**src/rtl/calc1_req_driver.sv**
```systemverilog
// Request-side driver for one calc1 port: serialises an op over two cycles, waits for the response or a timeout.
// Optional result checking is enabled by defining CALC1_DRV_CHECK_EN, which adds the mismatch output.
module calc1_req_driver #(
  parameter int TIMEOUT_CYCLES = 64,
  parameter int CNT_W          = 16
) (
  input  logic             c_clk,
  input  logic             reset,
  input  logic             op_valid,
  output logic             op_ready,
  input  logic [3:0]       op_cmd,
  input  logic [31:0]      op_data1,
  input  logic [31:0]      op_data2,
  output logic [3:0]       req_cmd_out,
  output logic [31:0]      req_data_out,
  input  logic [1:0]       out_resp_in,
  input  logic [31:0]      out_data_in,
  output logic             res_valid,
  output logic [3:0]       res_cmd,
  output logic [1:0]       res_resp,
  output logic [31:0]      res_data,
  output logic             res_timeout,
  output logic             spurious_resp,
  output logic [CNT_W-1:0] ops_sent,
  output logic [CNT_W-1:0] timeouts
`ifdef CALC1_DRV_CHECK_EN
  ,
  output logic             mismatch
`endif
);

  typedef enum logic [1:0] {S_IDLE, S_SEND1, S_SEND2, S_WAIT} state_t;

  localparam logic [9:0]       TIMEOUT_L = 10'(TIMEOUT_CYCLES);
  localparam logic [CNT_W-1:0] CNT_MAX   = '1;

  state_t      state_reg;
  logic [3:0]  cmd_reg;
  logic [31:0] data1_reg;
  logic [31:0] data2_reg;
  logic [9:0]  wait_cnt_reg;
  logic [9:0]  wait_cnt_next;
  logic        resp_seen;

  assign op_ready      = (state_reg == S_IDLE);
  assign wait_cnt_next = wait_cnt_reg + 10'd1;
  assign resp_seen     = (out_resp_in != 2'd0);

`ifdef CALC1_DRV_CHECK_EN
  logic [32:0] sum_full;
  logic [1:0]  exp_resp;
  logic [31:0] exp_data;
  logic        check_bad;

  always_comb begin
    sum_full = {1'b0, data1_reg} + {1'b0, data2_reg};
    exp_resp = 2'd1;
    exp_data = '0;
    case (cmd_reg)
      4'd1: begin
        exp_data = sum_full[31:0];
        if (sum_full[32]) exp_resp = 2'd2;
      end
      4'd2: begin
        exp_data = data1_reg - data2_reg;
        if (data2_reg > data1_reg) exp_resp = 2'd2;
      end
      4'd5:    exp_data = data1_reg << data2_reg[4:0];
      4'd6:    exp_data = data1_reg >> data2_reg[4:0];
      default: exp_resp = 2'd2;
    endcase
    // Data only matters when a successful result is expected.
    check_bad = (out_resp_in != exp_resp) ||
                ((exp_resp == 2'd1) && (out_data_in != exp_data));
  end
`endif

  always_ff @(posedge c_clk) begin
    if (reset) begin
      state_reg     <= S_IDLE;
      cmd_reg       <= '0;
      data1_reg     <= '0;
      data2_reg     <= '0;
      wait_cnt_reg  <= '0;
      req_cmd_out   <= '0;
      req_data_out  <= '0;
      res_valid     <= 1'b0;
      res_cmd       <= '0;
      res_resp      <= '0;
      res_data      <= '0;
      res_timeout   <= 1'b0;
      spurious_resp <= 1'b0;
      ops_sent      <= '0;
      timeouts      <= '0;
`ifdef CALC1_DRV_CHECK_EN
      mismatch      <= 1'b0;
`endif
    end else begin
      res_valid <= 1'b0;
`ifdef CALC1_DRV_CHECK_EN
      mismatch  <= 1'b0;
`endif
      if ((state_reg != S_WAIT) && resp_seen) spurious_resp <= 1'b1;

      case (state_reg)
        S_IDLE: begin
          // A NOP is consumed here without touching the port.
          if (op_valid && (op_cmd != 4'd0)) begin
            cmd_reg      <= op_cmd;
            data1_reg    <= op_data1;
            data2_reg    <= op_data2;
            req_cmd_out  <= op_cmd;
            req_data_out <= op_data1;
            state_reg    <= S_SEND1;
          end
        end
        S_SEND1: begin
          req_cmd_out  <= '0;
          req_data_out <= data2_reg;
          if (ops_sent != CNT_MAX) ops_sent <= ops_sent + CNT_W'(1);
          state_reg    <= S_SEND2;
        end
        S_SEND2: begin
          req_data_out <= '0;
          wait_cnt_reg <= '0;
          state_reg    <= S_WAIT;
        end
        S_WAIT: begin
          // A response on the expiry edge takes priority over the timeout.
          if (resp_seen) begin
            res_valid   <= 1'b1;
            res_cmd     <= cmd_reg;
            res_resp    <= out_resp_in;
            res_data    <= out_data_in;
            res_timeout <= 1'b0;
            state_reg   <= S_IDLE;
`ifdef CALC1_DRV_CHECK_EN
            mismatch    <= check_bad;
`endif
          end else if (wait_cnt_next == TIMEOUT_L) begin
            res_valid   <= 1'b1;
            res_cmd     <= cmd_reg;
            res_resp    <= '0;
            res_data    <= '0;
            res_timeout <= 1'b1;
            if (timeouts != CNT_MAX) timeouts <= timeouts + CNT_W'(1);
            state_reg   <= S_IDLE;
          end else begin
            wait_cnt_reg <= wait_cnt_next;
          end
        end
        default: state_reg <= S_IDLE;
      endcase
    end
  end

endmodule

```
**config.mk**
```make
export PLATFORM = sky130hd
export DESIGN_NAME = calc1_req_driver
export DESIGN_NICKNAME = d
export VERILOG_FILES = /design/src/rtl/calc1_req_driver.sv
export SDC_FILE = /design/constraint.sdc
export NUM_CORES = 1
export LEC_CHECK = 0
export CORE_MARGIN = 3
export CORE_UTILIZATION = 40
export DETAILED_ROUTE_END_ITERATION = 10
export GPL_TIMING_DRIVEN = 0
export PLACE_DENSITY = 0.74
export SLEW_MARGIN = 20
export SYNTH_ARGS = -nofsm -noshare
export SYNTH_HDL_FRONTEND = slang
export SYNTH_SLANG_ARGS = --single-unit
```
**constraint.sdc**
```tcl
create_clock -name c_clk -period 4.6 [get_ports c_clk]
set_input_delay 0.46 -clock c_clk [delete_from_list [all_inputs] [get_ports c_clk]]
set_output_delay 0.46 -clock c_clk [all_outputs]
set_load 0.01 [all_outputs]
```
==> run summary <==
OUTCOME
--------------------------------------------------------------------------------------
Status                                                                    complete, no violations

POWER AND IR DROP
--------------------------------------------------------------------------------------
Sequential power share                                                           0.365
Max rail drop VDD                                                             0.352 mV
Switching power total                                                          1.55 mW
Switching share of power                                                         0.326
Combinational cell fraction of total power                                       0.330
Power per standard cell area                                               498 mW/mm^2
Total power of the final layout                                                4.77 mW
Leakage power of the design                                                    3.46 nW
Clk pwr share                                                                    0.306
Cell-internal power                                                            3.22 mW

WORST SETUP PATH
--------------------------------------------------------------------------------------
Critical Path Fanout Max                                                            10
CP endpoint kind                                                             flip-flop
Launch point of the worst reg-to-reg path                                 state_reg[1]
Data arrival time of the worst path                                            2.81 ns
Reg2reg end                                                                timeouts[9]
Register-to-register setup slack                                               2.07 ns
Critical path data required time                                               4.88 ns
Type of element launching the critical path                                  flip-flop
Worst Setup Path Type                                                     flip-flop to flip-flop
Count of cells along the worst register-to-register path                             9

FLOW RUN
--------------------------------------------------------------------------------------
Max-cap check violation count                                                        0

YOSYS
--------------------------------------------------------------------------------------
Syn_nets                                                                           854
Synthesized netlist cell count                                                     741
Number of distinct library cells after synthesis                                    49
Post-synthesis sequential element count                                            157
Fraction of registers with async set/reset                                           0
Post-synth EDFFs                                                                     0
Sequential-to-total area share from yosys stat                                   0.479
Post-synth design cell area                                               0.00656 mm^2
Average cell area after synthesis                                            8.85 um^2
Main flop type after synthesis                                                 dfxtp_1
Synth warn                                                                           0

WORST HOLD PATH
--------------------------------------------------------------------------------------
Worst Min Path Start                                                      data2_reg[16]
End point of the most critical hold path                                  data2_reg[16]
Worst min-delay path class                                                flip-flop to flip-flop
Number of stages on the worst hold path                                              2

STA
--------------------------------------------------------------------------------------
Final-report hold violation count                                                    0
Post-route fraction of the period consumed by the critical path                  0.550
Pins over their slew limit                                                           0
RSZ-0062 raised after global routing                                                no
Relative slew slack                                                              0.413
Setup clock skew after layout                                                0.0105 ns
Period minus WS final                                                          2.53 ns
Actual transition at the worst max-transition pin                             0.880 ns
Setup total negative slack                                                        0 ns
Count of final setup violators                                                       0
Maximum clock frequency                                                      0.395 GHz

DRT
--------------------------------------------------------------------------------------
Via count of the routed design                                                   6,235
Mean number of vias per cell                                                      5.19
DRC violations left                                                                  0
Final routed wirelength across all metal layers                              18,700 um
Count of nets left with antenna violations after detail routing                      0
Router iterations before antenna repair                                              5
Initial detailed-routing violation count                                           253
Wirelength per Cell                                                            15.6 um

GLOBAL ROUTE
--------------------------------------------------------------------------------------
Global-route total usage across every layer                                      0.207
Maximum number of pins on one net before global-route repair                        17
Antenna violations before repair                                                     0
Global-route congestion overflow total                                               0
Vias in the first global route                                                   5,866
First-pass GRT wire length                                                   30,200 um

CLOCK TREE
--------------------------------------------------------------------------------------
Resize count post-CTS                                                                0
Clock tree from TritonCTS                                                          yes
Clock latency on the worst-skew pair                                           0.42 ns
Post-CTS Repair Setup Buffers                                                        0
Clock slew at the register clock pins of the worst setup and hold paths        0.06 ns
Hold_buf cts                                                                         0
Maximum count of clock buffers along a single path                                   2
Root buf cell                                                                clkbuf_16
Total clock buffers created by CTS                                                  17
TritonCTS sink count                                                               157
H-tree Lvls                                                                          4

FINISH
--------------------------------------------------------------------------------------
Fill cell count                                                                  1,440
Share of final-layout standard cells stronger than drive strength 1             0.0538
Number of diodes added for antenna fixing                                            0
Area growth from synthesis to final layout                                       46.0%
Count of nets after finishing                                                    1,086

PLACEMENT
--------------------------------------------------------------------------------------
Number of buffers added on ports                                                   213
Global placement routability congestion                                          0.828
Dpl hpwl                                                                     13,600 um

DIE
--------------------------------------------------------------------------------------
Die footprint                                                              0.0180 mm^2
Floorplan row count                                                                 46
Die height                                                                      134 um
Effective utilization at floorplan                                               0.411
Core region area                                                           0.0159 mm^2
Count of boundary I/O pins                                                         215
Horizontal die dimension                                                        134 um

-- per-stage QoR --
stage / hold slack, ns / instance area, um^2 / std cells / worst slack [ns] / util
after floorplan: 0.436 / 6560 / 741 / 2.45 / -
after global placement: 0.443 / 8960 / 1170 / 1.79 / 0.562
after detailed placement: 0.448 / 8960 / 1170 / 1.77 / 0.562
after CTS: 0.457 / 9570 / 1202 / 2.08 / 0.600
after global routing: 0.473 / 9570 / 1202 / 1.89 / 0.600
final: 0.454 / 9570 / 1202 / 2.07 / 0.600
-- power groups by stage --
| stage | Sequential [mW] | Combinational (mW) | Clock, mW |
|---|---|---|---|
| after global routing | 1.77 | 1.74 | 1.54 |
| after detailed placement | 1.77 | 1.58 | 0 |
| after floorplan | 1.83 | 0.795 | 0 |
| final | 1.74 | 1.57 | 1.46 |
| after CTS | 1.74 | 1.59 | 1.48 |
| after global placement | 1.76 | 1.57 | 0 |
-- cell families after synthesis --
logic type,synth area share
DFF,0.479
xor gates and xnor gates,0.0254
and+or+nand+nor,0.240
muxes,0.00916
buffers and inverters,0.0475
adders and majority gates,0.0153
AOI/OAI and AO/OA,0.183
-- critical path: stages, from the launching register on --
cell and delay (ns):
dfxtp_1 0.38, ha_1 0.16, clkbuf_1 0.30, nand2_1 0.34, nor2_1 0.31, nand3_4 0.16, buf_6 0.18, buf_2 0.19
o31ai_1 0.28, a21oi_1 0.09
-- layout make-up --
cell class | instances | area [um^2] | area share
sequential | 157 | 3140 | 0.328
multi-input combinational | 516 | 3100 | 0.324
timing repair buffer | 213 | 2130 | 0.223
clock buffer | 19 | 453 | 0.0473
tap | 216 | 270 | 0.0282
buffer | 54 | 259 | 0.0271
clock inverter | 13 | 161 | 0.0169
inverter | 14 | 52.6 | 0.00549
-- metal layers --
| layer | up-vias | share of wire | GRT usage |
|---|---|---|---|
| li1 | 3113 | - | - |
| met1 | 2897 | 0.45 | 0.268 |
| met2 | 194 | 0.48 | 0.335 |
| met3 | 31 | 0.056 | 0.0443 |
| met4 | 0 | 0.023 | 0.0871 |
| met5 | - | 0 | 0 |
-- worst max path at each step --
stage               startpoint           end  slack [ns]  cells after the start
5_1_grt           state_reg[1]  timeouts[12]        1.89                      9
6_report          state_reg[1]   timeouts[9]        2.07                      9
2_1_floorplan  wait_cnt_reg[0]  res_data[10]        2.45                      9
3_3_place_gp    out_resp_in[1]  timeouts[13]        1.79                      9
3_5_place_dp    out_resp_in[1]   timeouts[9]        1.77                      9
4_1_cts           state_reg[1]  timeouts[12]        2.08                      9
-- layout by cell type, fill, tap and decap left out, drive strengths merged, types with 3 or more instances in the layout --
cell type / Yosys / final
a22oi: 5 / 5
and3: 8 / 8
a211o: 5 / 5
ha: 8 / 8
and4: 3 / 3
dfxtp: 157 / 157
a22o: 33 / 33
nor2: 76 / 76
mux2i: 6 / 6
nand2: 92 / 92
bufinv: 0 / 3
xor2: 7 / 7
nor4b: 9 / 9
xnor2: 12 / 12
clkdlybuf4s50: 0 / 213
clkinv: 0 / 6
nor4: 5 / 5
nor2b: 3 / 3
or4: 10 / 10
clkbuf: 44 / 63
inv: 14 / 17
o31ai: 10 / 10
o21ai: 6 / 6
buf: 10 / 10
nand3: 51 / 51
nand4: 6 / 6
nand2b: 35 / 35
nor3: 11 / 11
or3: 4 / 4
a311oi: 34 / 34
a21oi: 62 / 62
-- synth_stat cells (7+ instances only) --
cell        n  area [um^2]
dfxtp_1   157         3140
nand2_1    91          342
nor2_1     76          285
a21oi_1    60          300
nand3_1    50          250
clkbuf_1   44          165
nand2b_1   35          219
a22o_1     33          289
a311oi_1   33          289
inv_1      14         52.6
xnor2_1    12          105
nor3_1     11         55.1
o31ai_1    10         75.1
or4_1      10         75.1
nor4b_1     9         78.8
ha_1        8          100
and3_1      7         43.8
buf_6       7         78.8
xor2_1      7         61.3
No activity file was read; power rests on OpenSTA's default activity.
